**src/rtl/fetch_inst_queue.sv**
```systemverilog
// fetch_inst_queue
//
// Instruction queue sitting between the icache interface and decode. Each
// accepted fetch packet {pc, inst, ex_valid, ex_cause} is written into a
// small circular FIFO so icache latency and decode stalls are decoupled.
// Once a packet carrying a fetch exception is accepted, intake is locked
// until a flush, so nothing younger than a faulting fetch is ever queued.
//
// Ports:
//   clk_i, rst_i        clock (rising edge), synchronous active-high reset
//   flush_i             drop all entries and clear the exception lock
//   in_*                fetch packet input channel (valid/ready)
//   out_*               head-of-queue output channel to decode (valid/ready)
//   count_o             current occupancy, 0..DEPTH
//   ex_pending_o        exception lock active (registered)
//
// Handshake: a transfer happens on a channel in a cycle where valid and
// ready are both high at the rising clock edge. in_ready_o and out_valid_o
// depend only on registered state and flush_i, never on the opposite
// channel, so a pop does not free a slot for a push in the same cycle and
// there is no combinational path from in_valid_i/out_ready_i to the outputs.
// out_* data are meaningful only while out_valid_o is high.

module fetch_inst_queue #(
  parameter int DEPTH   = 4,
  parameter int ADDR_W  = 40,
  parameter int CAUSE_W = 64
) (
  input  logic                       clk_i,
  input  logic                       rst_i,
  input  logic                       flush_i,
  input  logic                       in_valid_i,
  output logic                       in_ready_o,
  input  logic [ADDR_W-1:0]          in_pc_i,
  input  logic [31:0]                in_inst_i,
  input  logic                       in_ex_valid_i,
  input  logic [CAUSE_W-1:0]         in_ex_cause_i,
  output logic                       out_valid_o,
  input  logic                       out_ready_i,
  output logic [ADDR_W-1:0]          out_pc_o,
  output logic [31:0]                out_inst_o,
  output logic                       out_ex_valid_o,
  output logic [CAUSE_W-1:0]         out_ex_cause_o,
  output logic [$clog2(DEPTH+1)-1:0] count_o,
  output logic                       ex_pending_o
);

  localparam int PTR_W = $clog2(DEPTH);
  localparam int CNT_W = $clog2(DEPTH+1);
  localparam logic [CNT_W-1:0] DEPTH_C = CNT_W'(DEPTH);

  typedef struct packed {
    logic [ADDR_W-1:0]  pc;
    logic [31:0]        inst;
    logic               ex_valid;
    logic [CAUSE_W-1:0] ex_cause;
  } entry_t;

  entry_t             mem_q [DEPTH];
  entry_t             mem_d [DEPTH];
  logic [PTR_W-1:0]   wr_ptr_q, wr_ptr_d;
  logic [PTR_W-1:0]   rd_ptr_q, rd_ptr_d;
  logic [CNT_W-1:0]   count_q, count_d;
  logic               ex_lock_q, ex_lock_d;

  logic               push;
  logic               pop;
  entry_t             head;

  // Flush gates both channels so a flush cycle never moves data.
  assign in_ready_o  = (count_q < DEPTH_C) & ~ex_lock_q & ~flush_i;
  assign out_valid_o = (count_q != '0) & ~flush_i;

  assign push = in_valid_i & in_ready_o;
  assign pop  = out_valid_o & out_ready_i;

  assign head           = mem_q[rd_ptr_q];
  assign out_pc_o       = head.pc;
  assign out_inst_o     = head.inst;
  assign out_ex_valid_o = head.ex_valid;
  assign out_ex_cause_o = head.ex_cause;
  assign count_o        = count_q;
  assign ex_pending_o   = ex_lock_q;

  always_comb begin
    mem_d     = mem_q;
    wr_ptr_d  = wr_ptr_q;
    rd_ptr_d  = rd_ptr_q;
    count_d   = count_q;
    ex_lock_d = ex_lock_q;

    if (flush_i) begin
      // Entry contents are left in place; only bookkeeping is cleared.
      wr_ptr_d  = '0;
      rd_ptr_d  = '0;
      count_d   = '0;
      ex_lock_d = 1'b0;
    end else begin
      if (push) begin
        mem_d[wr_ptr_q] = '{pc: in_pc_i, inst: in_inst_i,
                            ex_valid: in_ex_valid_i, ex_cause: in_ex_cause_i};
        // DEPTH is a power of two, so pointer wrap is the natural overflow.
        wr_ptr_d = wr_ptr_q + PTR_W'(1);
        if (in_ex_valid_i) begin
          ex_lock_d = 1'b1;
        end
      end
      if (pop) begin
        rd_ptr_d = rd_ptr_q + PTR_W'(1);
      end
      case ({push, pop})
        2'b10:   count_d = count_q + CNT_W'(1);
        2'b01:   count_d = count_q - CNT_W'(1);
        default: count_d = count_q;
      endcase
    end
  end

  always_ff @(posedge clk_i) begin
    if (rst_i) begin
      // Storage is cleared too so the out_* data read as zero after reset.
      for (int i = 0; i < DEPTH; i++) begin
        mem_q[i] <= '0;
      end
      wr_ptr_q  <= '0;
      rd_ptr_q  <= '0;
      count_q   <= '0;
      ex_lock_q <= 1'b0;
    end else begin
      for (int i = 0; i < DEPTH; i++) begin
        mem_q[i] <= mem_d[i];
      end
      wr_ptr_q  <= wr_ptr_d;
      rd_ptr_q  <= rd_ptr_d;
      count_q   <= count_d;
      ex_lock_q <= ex_lock_d;
    end
  end

endmodule

```
**config.mk**
```make
export PLATFORM = sky130hd
export DESIGN_NAME = fetch_inst_queue
export DESIGN_NICKNAME = d
export VERILOG_FILES = /design/src/rtl/fetch_inst_queue.sv
export SDC_FILE = /design/constraint.sdc
export NUM_CORES = 1
export LEC_CHECK = 0
export ABC_AREA = 1
export CAP_MARGIN = 20
export CORE_ASPECT_RATIO = 1.25
export CORE_MARGIN = 10
export CORE_UTILIZATION = 35
export CTS_CLUSTER_SIZE = 14
export DETAILED_ROUTE_END_ITERATION = 10
export PLACE_DENSITY = 0.55
export SYNTH_ARGS = -nofsm -noshare
export SYNTH_HDL_FRONTEND = slang
export SYNTH_SLANG_ARGS = --single-unit
export TNS_END_PERCENT = 20
```
**constraint.sdc**
```tcl
create_clock -name clk_i -period 1.7 [get_ports clk_i]
set_input_delay 0.255 -clock clk_i [delete_from_list [all_inputs] [get_ports clk_i]]
set_output_delay 0.255 -clock clk_i [all_outputs]
set_load 0.05 [all_outputs]
```
# == Yosys cells after proc, flatten, opt, wreduce, memory -nomap -nowiden ==
# Index checks and enable logic that the tools add are counted.
# Widths: inputs -> output; s select.
# classes
n_eq_ne,2
add_sub_neg,4
n_lt_le_gt_ge,4
bitwise_logic,9
muxes,7
reduce_logical,6
# op_table
cell,n
$bwmux 548,1
$mux 137,3
$bmux 137 s2,1
$demux 137 s2,1
$ge 3x3->1 const B,2
$not 2->3,2
$pmux 3 s2,1
$and 1x1->1,5
$add 2x1->2 const B,2
$reduce_and 2->1,2
$add 3x1->3 const B,1
$lt 3x1->1 const B,1
$lt 3x3->1 const B,1
$reduce_bool 3->1,1
$sub 3x1->3 const B,1
$eq 2x1->1 const B,1
$eq 2x2->1 const B,1
$not 1->1,2
$reduce_bool 2->1,1
$reduce_or 2->1,1
$logic_and 1x1->1,1
# totals
out_inout_bits,143
reg_bits,556
wordCells,52

# == Longest topological paths before layout ==
# Gate-level depths: netlist of run 1.
# depth
ltp_word,6
ltp_mapped,12

# == Least setup slack after synthesis of run 1 ==
# Ideal clock, no wire load.
# synth_path
path_type,reg2reg
start,reg count_q[2] (netlist: count_o[2])
end,reg count_q[1] (netlist: count_o[1])
slack_ps,-1339
required_ps,1630
stages_incl_launch_ff,7
t_arrival_ps,2969
setup_ps,70
path_cell_list,dfxtp_1 nor3_1 nand2_1 ha_1 inv_1 fa_1 a21oi_1
# synth_between
elab_chain_cells,6
elab_cells_between_ends,11
classes_between,1 x order compare; 2 x eq/ne; 1 x mux; 5 x bitwise; 2 x reduce/logical
# synth_lines
item,line,rtl
from (decl),63,"logic [CNT_W-1:0] count_q, count_d;"
from (signal assigned),135,count_q <= count_d;
$lt 3x3->1 (*),71,assign in_ready_o = (count_q < DEPTH_C) & ~ex_lock_q & ~flush_i;
$and 1x1->1 (*) (2 in series),71,
net in_ready_o,33,"output logic in_ready_o,"
$and 1x1->1 (*),74,assign push = in_valid_i & in_ready_o;
$eq 2x1->1 / $eq 2x2->1 (equally long branches),111,"case ({push, pop})"
$pmux 3 s2 / $reduce_bool 2->1 (equally long branches),--,
# The timed path passes the listed nets; every way through them passes the cells marked *.
# A chain may end at the register's enable or synchronous reset.

# == Final worst setup path of run 1 ==
# layout_path
start,reg rd_ptr_q[0]
end,out out_ex_cause_o[25]
# layout_between
elab_chain_cells,4
# layout_lines
item,line,rtl
from (decl),62,"logic [PTR_W-1:0] rd_ptr_q, rd_ptr_d;"
from (signal assigned),134,rd_ptr_q <= rd_ptr_d;
$not 2->3 (not written as such),77,assign head = mem_q[rd_ptr_q];
$bmux 137 s2,77,
$mux 137 (not written as such) (2 in series),77,
to (decl),43,"output logic [CAUSE_W-1:0] out_ex_cause_o,"
# No other way between the ends. The select of a mux whose other input is x is not followed.

==> results of run 1 <==
## placed cells by master, fill, tap and decap left out, drive strengths merged, types with 8 or more instances in the layout
cell type / count
dfxtp: 556
a21oi: 419
clkinv: 8
nor2: 1099
nand2: 1242
buf: 402
o21ai: 143
inv: 563
clkdlybuf4s50: 141
clkbuf: 100
## logic make-up after synthesis
| family | Yosys count | synth area share |
|---|---|---|
| simple gates | 2352 | 0.337 |
| buf+inv | 833 | 0.129 |
| compound gates | 562 | 0.107 |
| flops | 556 | 0.423 |
| fa+ha+maj | 6 | 0.00314 |
## repair_timing
| action | in CTS | in global routing |
|---|---|---|
| pin swaps | 5 | 1 |
| gates cloned | 6 | 1 |
| gates resized for setup | 95 | 67 |
| endpoints found under the setup margin | 159 | 497 |
| hold buffers | 0 | 0 |
| setup buffers | 0 | 2 |
## metrics by stage
| step | worst slack, ps | area (um2) | instances | setup TNS [ps] |
|---|---|---|---|---|
| after CTS | -690 | 36000 | 5661 | -86450 |
| after floorplan | -330 | 26700 | 4309 | -32990 |
| after detailed placement | -530 | 33400 | 5544 | -115940 |
| after global routing | -747 | 36100 | 5665 | -102280 |
| final | -638 | 36100 | 5665 | -77420 |
| after global placement | -558 | 33400 | 5544 | -106990 |
## worst min-delay path, delay by kind of cell
kind,cells,cell delay (ps)
buf+inv,1,470
simple gates,2,170
## power by group through the flow
stage               sequential, mW  combinational (mW)  clock, mW
finish                        13.5                4.48       13.3
global route                  13.5                4.81       14.2
CTS                           13.5                4.52       13.7
detailed placement            13.7                4.44          0
global placement              13.7                4.43          0
floorplan                     13.7                2.13          0
## sequential cells by signal (all words and copies together) (netlist names)
register      count
count_o           3
ex_pending_o      1
wr_ptr_q          2
mem_q           548
rd_ptr_q          2
## layout make-up
| cell class | count | area (um2) | area share |
|---|---|---|---|
| sequential | 556 | 11200 | 0.309 |
| antenna | 1 | 2.50 | 0.0000693 |
| clock buffer | 99 | 1850 | 0.0513 |
| timing repair buffer | 545 | 7200 | 0.199 |
| timing repair inverter | 1 | 8.76 | 0.000242 |
| inverter | 562 | 2160 | 0.0598 |
| clock inverter | 12 | 141 | 0.00391 |
| tap | 969 | 1210 | 0.0336 |
| multi-input combinational | 2920 | 12400 | 0.343 |
## routing by layer
metal,vias up,track usage
met5,-,0
met4,2,0.0395
met3,84,0.0334
met2,407,0.299
met1,11200,0.225
li1,13500,-
## how the worst max path moves through the flow
stage	cells past startpoint	to	slack, ps
3_3_place_gp	12	count_o[2]	-560
2_1_floorplan	6	out_ex_cause_o[10]	-330
6_report	7	out_ex_cause_o[25]	-640
4_1_cts	7	out_pc_o[39]	-690
3_5_place_dp	12	count_o[2]	-530
5_1_grt	7	out_ex_cause_o[8]	-750
==> key figures, run 1 <==
Outcome
  – Status: complete, but fails checks
  – Failing checks: setup timing

Drt
  – Met3 WL: about 3.5 mm
  – Vias after detailed routing: roughly 25000
  – WL met2: about 36 mm
  – Drt first pass iters: 6
  – Wire length per cell: ~14 um
  – Top Layer Used: met5
  – DRT antenna net count: 0
  – Total wire length: a little under 80 mm
  – Initial detailed-routing violation count: roughly 1300
  – Met1 Wirelength: 36.4 mm
  – DRC Markers: 0
  – Vias per std cell: between 4 and 5

Timing
  – Max Fclk: 428 MHz
  – Tmin final: around 2300 ps
  – Hold_ws: between 300 and 400 ps
  – Relative slew margins: 0.782
  – Final setup violation count: 140
  – Post-route worst setup slack: -638 ps
  – RSZ-0062 raised after global routing: true
  – Period utilization: 1.38
  – Actual slew at the worst max-slew pin: 326 ps
  – Pins over their slew limit: 0
  – Worst Clk Skew: around 15 ps
  – Final hold violations: 0

Finish
  – Final core utilization: 0.485
  – Layout cell share with drive strength beyond 1: 0.133
  – Final net count: 4795
  – Area Growth Syn to Fin: 37.3%
  – Fill cells: approximately 7600

Worst setup path
  – Crit Path Category: flop to primary output
  – FF-to-FF setup slack: -70 ps
  – WP buf/inv: 4
  – Setup crit start: rd_ptr_q[0]
  – Most frequent CP cell: buf_12
  – Reg2Reg Launch Point: count_o[2]
  – CP peak stage delay: 420 ps
  – Slowest cell on crit path: dfxtp_4
  – CP Cell Sequence: inv_16, buf_12, buf_4, o21ai_0, a21oi_1, a21oi_2, buf_12
  – Crit. End Element: primary output
  – CP arrival: between 2000 and 2500 ps
  – Reg2Reg Depth: 12
  – WP data required: 1440 ps
  – Delay-heaviest family, CP: buffers and inverters
  – Critical Path Start Type: flop
  – CP Max Fanout: 31
  – Worst R2R End: count_o[2]

Min path
  – Worst Hold Path EP: mem_q[445]
  – WHS Path Cells: 3
  – Hold_sp: in_ex_cause_i[34]
  – Worst min path class: input pin to flop

Yosys
  – Netlist cell types: 22
  – Synth area leader: dfxtp_1
  – Synthesized Nets: around 4500
  – Ys flop type: dfxtp_1
  – Most common cell in the netlist: nand2_1
  – Number of synthesis warnings: 0
  – Synth Instances: between 4000 and 5000
  – Synth cell count leaders: 1242 x nand2_1, 1098 x nor2_1, 559 x inv_1
  – Share of the synthesized area in the top cell type: 0.423
  – Flops & latches, synth: 556
  – Fraction of registers with async set/reset: 0
  – Post-synthesis sequential area ratio: 0.423
  – Syn avg cell area: a little over 6 um2
  – Post-synth EDFFs: 0
  – Synthesized area: 26300 um2
  – Synth top area cells: dfxtp_1 42%, nand2_1 18%, nor2_1 16%

Clock tree
  – CTS tree: done
  – Clock Path Buffers: 3
  – Clk pin slew, worst setup/hold paths: approximately 60 ps
  – CTS sink count: roughly 560
  – # H-tree levels: 2
  – TritonCTS buffer count: 61
  – Clock Tree Root: clkbuf_16
  – Worst-Skew Late Latency: 610 ps

Die
  – Die width: between 200 and 300 um
  – Core Region: 74600 um2
  – Initial Utilization: 0.353
  – Die ar.: 86600 um2
  – Top Ports: roughly 290
  – Num rows: ~110
  – Die height: 327 um

Power and ir drop
  – Sequential power share: 0.431
  – Power Dens Cells: around 860 nW/um2
  – Clock power frac: 0.425
  – Power after layout: 31.2 mW
  – Sw power: between 8 and 9 mW
  – Leak: between 15 and 20 nW
  – Sw frac: 0.260
  – Max IR drop VDD: roughly 0.67 mV
  – Combinational power share: 0.143
  – Internal: 23.1 mW

Place
  – Placer Congestion: approximately 0.76
  – Post-DP HPWL: a little over 50 mm
  – PortBufs: approximately 280

GRT
  – Total gr overflow: 0
  – First-pass GRT wire length: 126 mm
  – Largest net degree at the start of global routing: between 40 and 50
  – Gr usage total: 0.175
  – Antenna violations before repair: 2
  – Vias in the first global route: between 20000 and 25000

Flow run
  – Maxcap violations: 0
No activity file was read; power rests on OpenSTA's default activity.
==> run 2: changes to the inputs <==
--- a/config.mk
+++ b/config.mk
@@ -12,6 +12,7 @@
 export CORE_UTILIZATION = 35
 export CTS_CLUSTER_SIZE = 14
 export DETAILED_ROUTE_END_ITERATION = 10
+export GPL_TIMING_DRIVEN = 1
 export PLACE_DENSITY = 0.55
 export SYNTH_ARGS = -nofsm -noshare
 export SYNTH_HDL_FRONTEND = slang
==> results of run 2 <==
The final DEF is identical to that of run 1; final timing and power are the same.
==> run 3: changes to the inputs <==
--- a/config.mk
+++ b/config.mk
@@ -5,7 +5,6 @@
 export SDC_FILE = /design/constraint.sdc
 export NUM_CORES = 1
 export LEC_CHECK = 0
-export ABC_AREA = 1
 export CAP_MARGIN = 20
 export CORE_ASPECT_RATIO = 1.25
 export CORE_MARGIN = 10
==> key figures, run 3 <==
Yosys
  – Post-synthesis sequential area ratio: 0.442
  – Syn avg cell area: 11.7 um2
  – Largest family of logic cells by synthesized area: multiplexers
  – Most common cell in the netlist: nand2b_1
  – Synthesized area: 25200 um2
  – Number of synthesis warnings: 0
  – Post-synthesis simple-gate area fraction: 0.175
  – Compound-Gate Fraction of Synth Area: 0.00119
  – Share of the synthesized area in the top cell type: 0.442
  – Flops & latches, synth: roughly 560
  – Post-synthesis adder-cell area fraction: 0.00328
  – Synth Instances: between 2000 and 2500
  – Synth area leader: dfxtp_1
  – Ys flop type: dfxtp_1
  – Netlist cell types: 26
  – Multiplexer area fraction after synthesis: 0.341
  – Post-synth EDFFs: 0
  – Synth top area cells: dfxtp_1 44%, mux2i_1 22%, nand2b_1 17%
  – Xor/xnor share of the synthesized area: 0.00104
  – Synthesized Nets: 2291
  – Synth cell count leaders: 685 x nand2b_1, 556 x dfxtp_1, 550 x mux2i_1
  – Fraction of registers with async set/reset: 0

Worst setup path
  – CP peak stage delay: just under 600 ps
  – CP arrival: approximately 2100 ps
  – Crit. End Element: primary output
  – CP Cell Sequence: buf_12, buf_12, mux4_2, buf_6
  – Critical Path Start Type: flop
  – CP Max Fanout: 14
  – Slowest cell on crit path: mux4_2
  – Reg2Reg Launch Point: count_o[2]
  – Most frequent CP cell: buf_12
  – Delay-heaviest family, CP: multiplexers
  – Crit Path Category: flop to primary output
  – WP data required: about 1400 ps
  – WP buf/inv: 3
  – Setup crit start: rd_ptr_q[0]
  – FF-to-FF setup slack: -170 ps

Timing
  – Final setup violation count: roughly 170
  – Worst Clk Skew: approximately 33 ps
  – Setup TNS: -84800 ps
  – Relative slew margins: 0.765
  – Tmin final: approximately 2400 ps
  – Post-route worst setup slack: -678 ps
  – Period utilization: 1.40
  – Pins over their slew limit: 0
  – Final hold violations: 0
  – RSZ-0062 raised after global routing: true
  – Actual slew at the worst max-slew pin: between 300 and 400 ps
  – Max Fclk: ~420 MHz

Finish
  – Layout cell share with drive strength beyond 1: 0.214
  – Commonest non-fill, non-tap cell in the layout: nand2b_1
  – Largest register by flop count: mem_q
  – Final core utilization: 0.459
  – Area Growth Syn to Fin: 29.7%
  – Antenna cells: 0
  – Final net count: about 2600
  – Final instance area: approximately 33000 um2
  – Max reg flops: between 500 and 600
  – Most frequent cells in the layout: 685 x nand2b_1, 550 x mux2i_1, 550 x dfxtp_1, 140 x clkdlybuf4s50_1, 137 x mux4_2

Place
  – Post-DP HPWL: ~46 mm
  – Placer Congestion: roughly 0.73
  – PortBufs: 284
  – Pre-CTS setup slack: -549 ps
  – Placed inst area: between 20000 and 30000 um2

Power and ir drop
  – Leak: approximately 14 nW
  – Max IR drop VDD: 0.667 mV
  – Power Dens Cells: approximately 930 nW/um2

Die
  – Num rows: approximately 110
  – Die height: 320 um
  – Die width: roughly 260 um
  – Top Ports: ~290
  – Core Region: about 70000 um2
  – Initial Utilization: 0.354
  – Die ar.: roughly 83000 um2

Drt
  – Vias after detailed routing: 16600
  – Initial detailed-routing violation count: 685
  – Vias per std cell: 4.81
  – Drt first pass iters: 5
  – Top Layer Used: met4
  – WL met2: ~34 mm
  – Total wire length: a little under 70 mm
  – Met3 WL: around 2.6 mm
  – DRC Markers: 0
  – Wire length per cell: 19.8 um
  – DRT antenna net count: 0
  – Met1 Wirelength: slightly above 30 mm

GRT
  – Gr usage total: 0.160
  – Antenna violations before repair: 0
  – Largest net degree at the start of global routing: between 80 and 90
  – Total gr overflow: 0
  – Vias in the first global route: about 18000
  – First-pass GRT wire length: 106 mm

Clock tree
  – Clock Path Buffers: 3
  – Worst-Skew Late Latency: 630 ps
  – Clock Tree Root: clkbuf_16
  – Hold buffers post-CTS: 0
  – TritonCTS buffer count: 60
  – # H-tree levels: 2
  – CTS tree: done
  – CTS sink count: between 500 and 600
  – Clk pin slew, worst setup/hold paths: around 60 ps

Min path
  – Worst min path class: input pin to flop
  – Hold_sp: rst_i

Flow run
  – Maxcap violations: 0

Outcome
  – Failing checks: setup timing
  – Status: complete, but fails checks
-- run 3: worst min-delay path: cells and delay by family --
family                 cells  cell delay (ps)
AND/OR/NAND/NOR            1              140
multiplexers               1               60
buffers and inverters      1              190
-- run 3: cell families (layout without fill, tap and decap cells) --
| group | after synthesis | after routing |
|---|---|---|
| AO/OA/AOI/OAI | 6 | 6 |
| multiplexers | 687 | 687 |
| XOR/XNOR | 3 | 3 |
| buffers and inverters | 176 | 535 |
| flip-flops | 556 | 556 |
| AND/OR/NAND/NOR | 709 | 709 |
| adder cells (fa/ha/maj) | 6 | 6 |
-- run 3: routing by layer --
layer | global-route usage | vias up
met5 | 0 | -
met4 | 0.0427 | 0
met3 | 0.0292 | 79
met2 | 0.274 | 260
met1 | 0.204 | 8249
li1 | - | 7998
-- run 3: path summary, 6_finish.rpt --
check / end / depth (start not counted)
max: out_pc_o[39] / 4
min: mem_q[284] / 3
max reg2reg: count_o[2] / 8
min reg2reg: mem_q[376] / 2
-- run 3: area by class of cell --
class                      count  area (um2)
fill                        6435       38400
tap                          943        1180
clock inverter                22         325
sequential                   556       11200
multi-input combinational   1411       13200
timing repair buffer         419        4950
inverter                       6        22.5
clock buffer                  88        1780
-- run 3: through the flow --
stage,power [mW],hold slack (ps),cells
2_1_floorplan,15.4,394,2143
3_3_place_gp,16.5,454,3318
3_5_place_dp,16.6,458,3318
4_1_cts,30.8,69.7,3439
5_1_grt,31.5,100,3445
6_report,30.4,110,3445
-- run 3: what timing repair did --
| action | in CTS | in global routing |
|---|---|---|
| gates cloned | 3 | 5 |
| resized for setup | 92 | 50 |
| endpoints found under the setup margin | 249 | 274 |
| pin swaps | 4 | 1 |
| setup buffers | 9 | 3 |
-- run 3: where the power goes --
part | internal (mW) | switching [mW] | total [mW]
Sequential | 13.2 | 0.107 | 13.3
Clock | 8.42 | 5.55 | 14.0
Combinational | 1.40 | 1.64 | 3.04
Total | 23.1 | 7.29 | 30.4
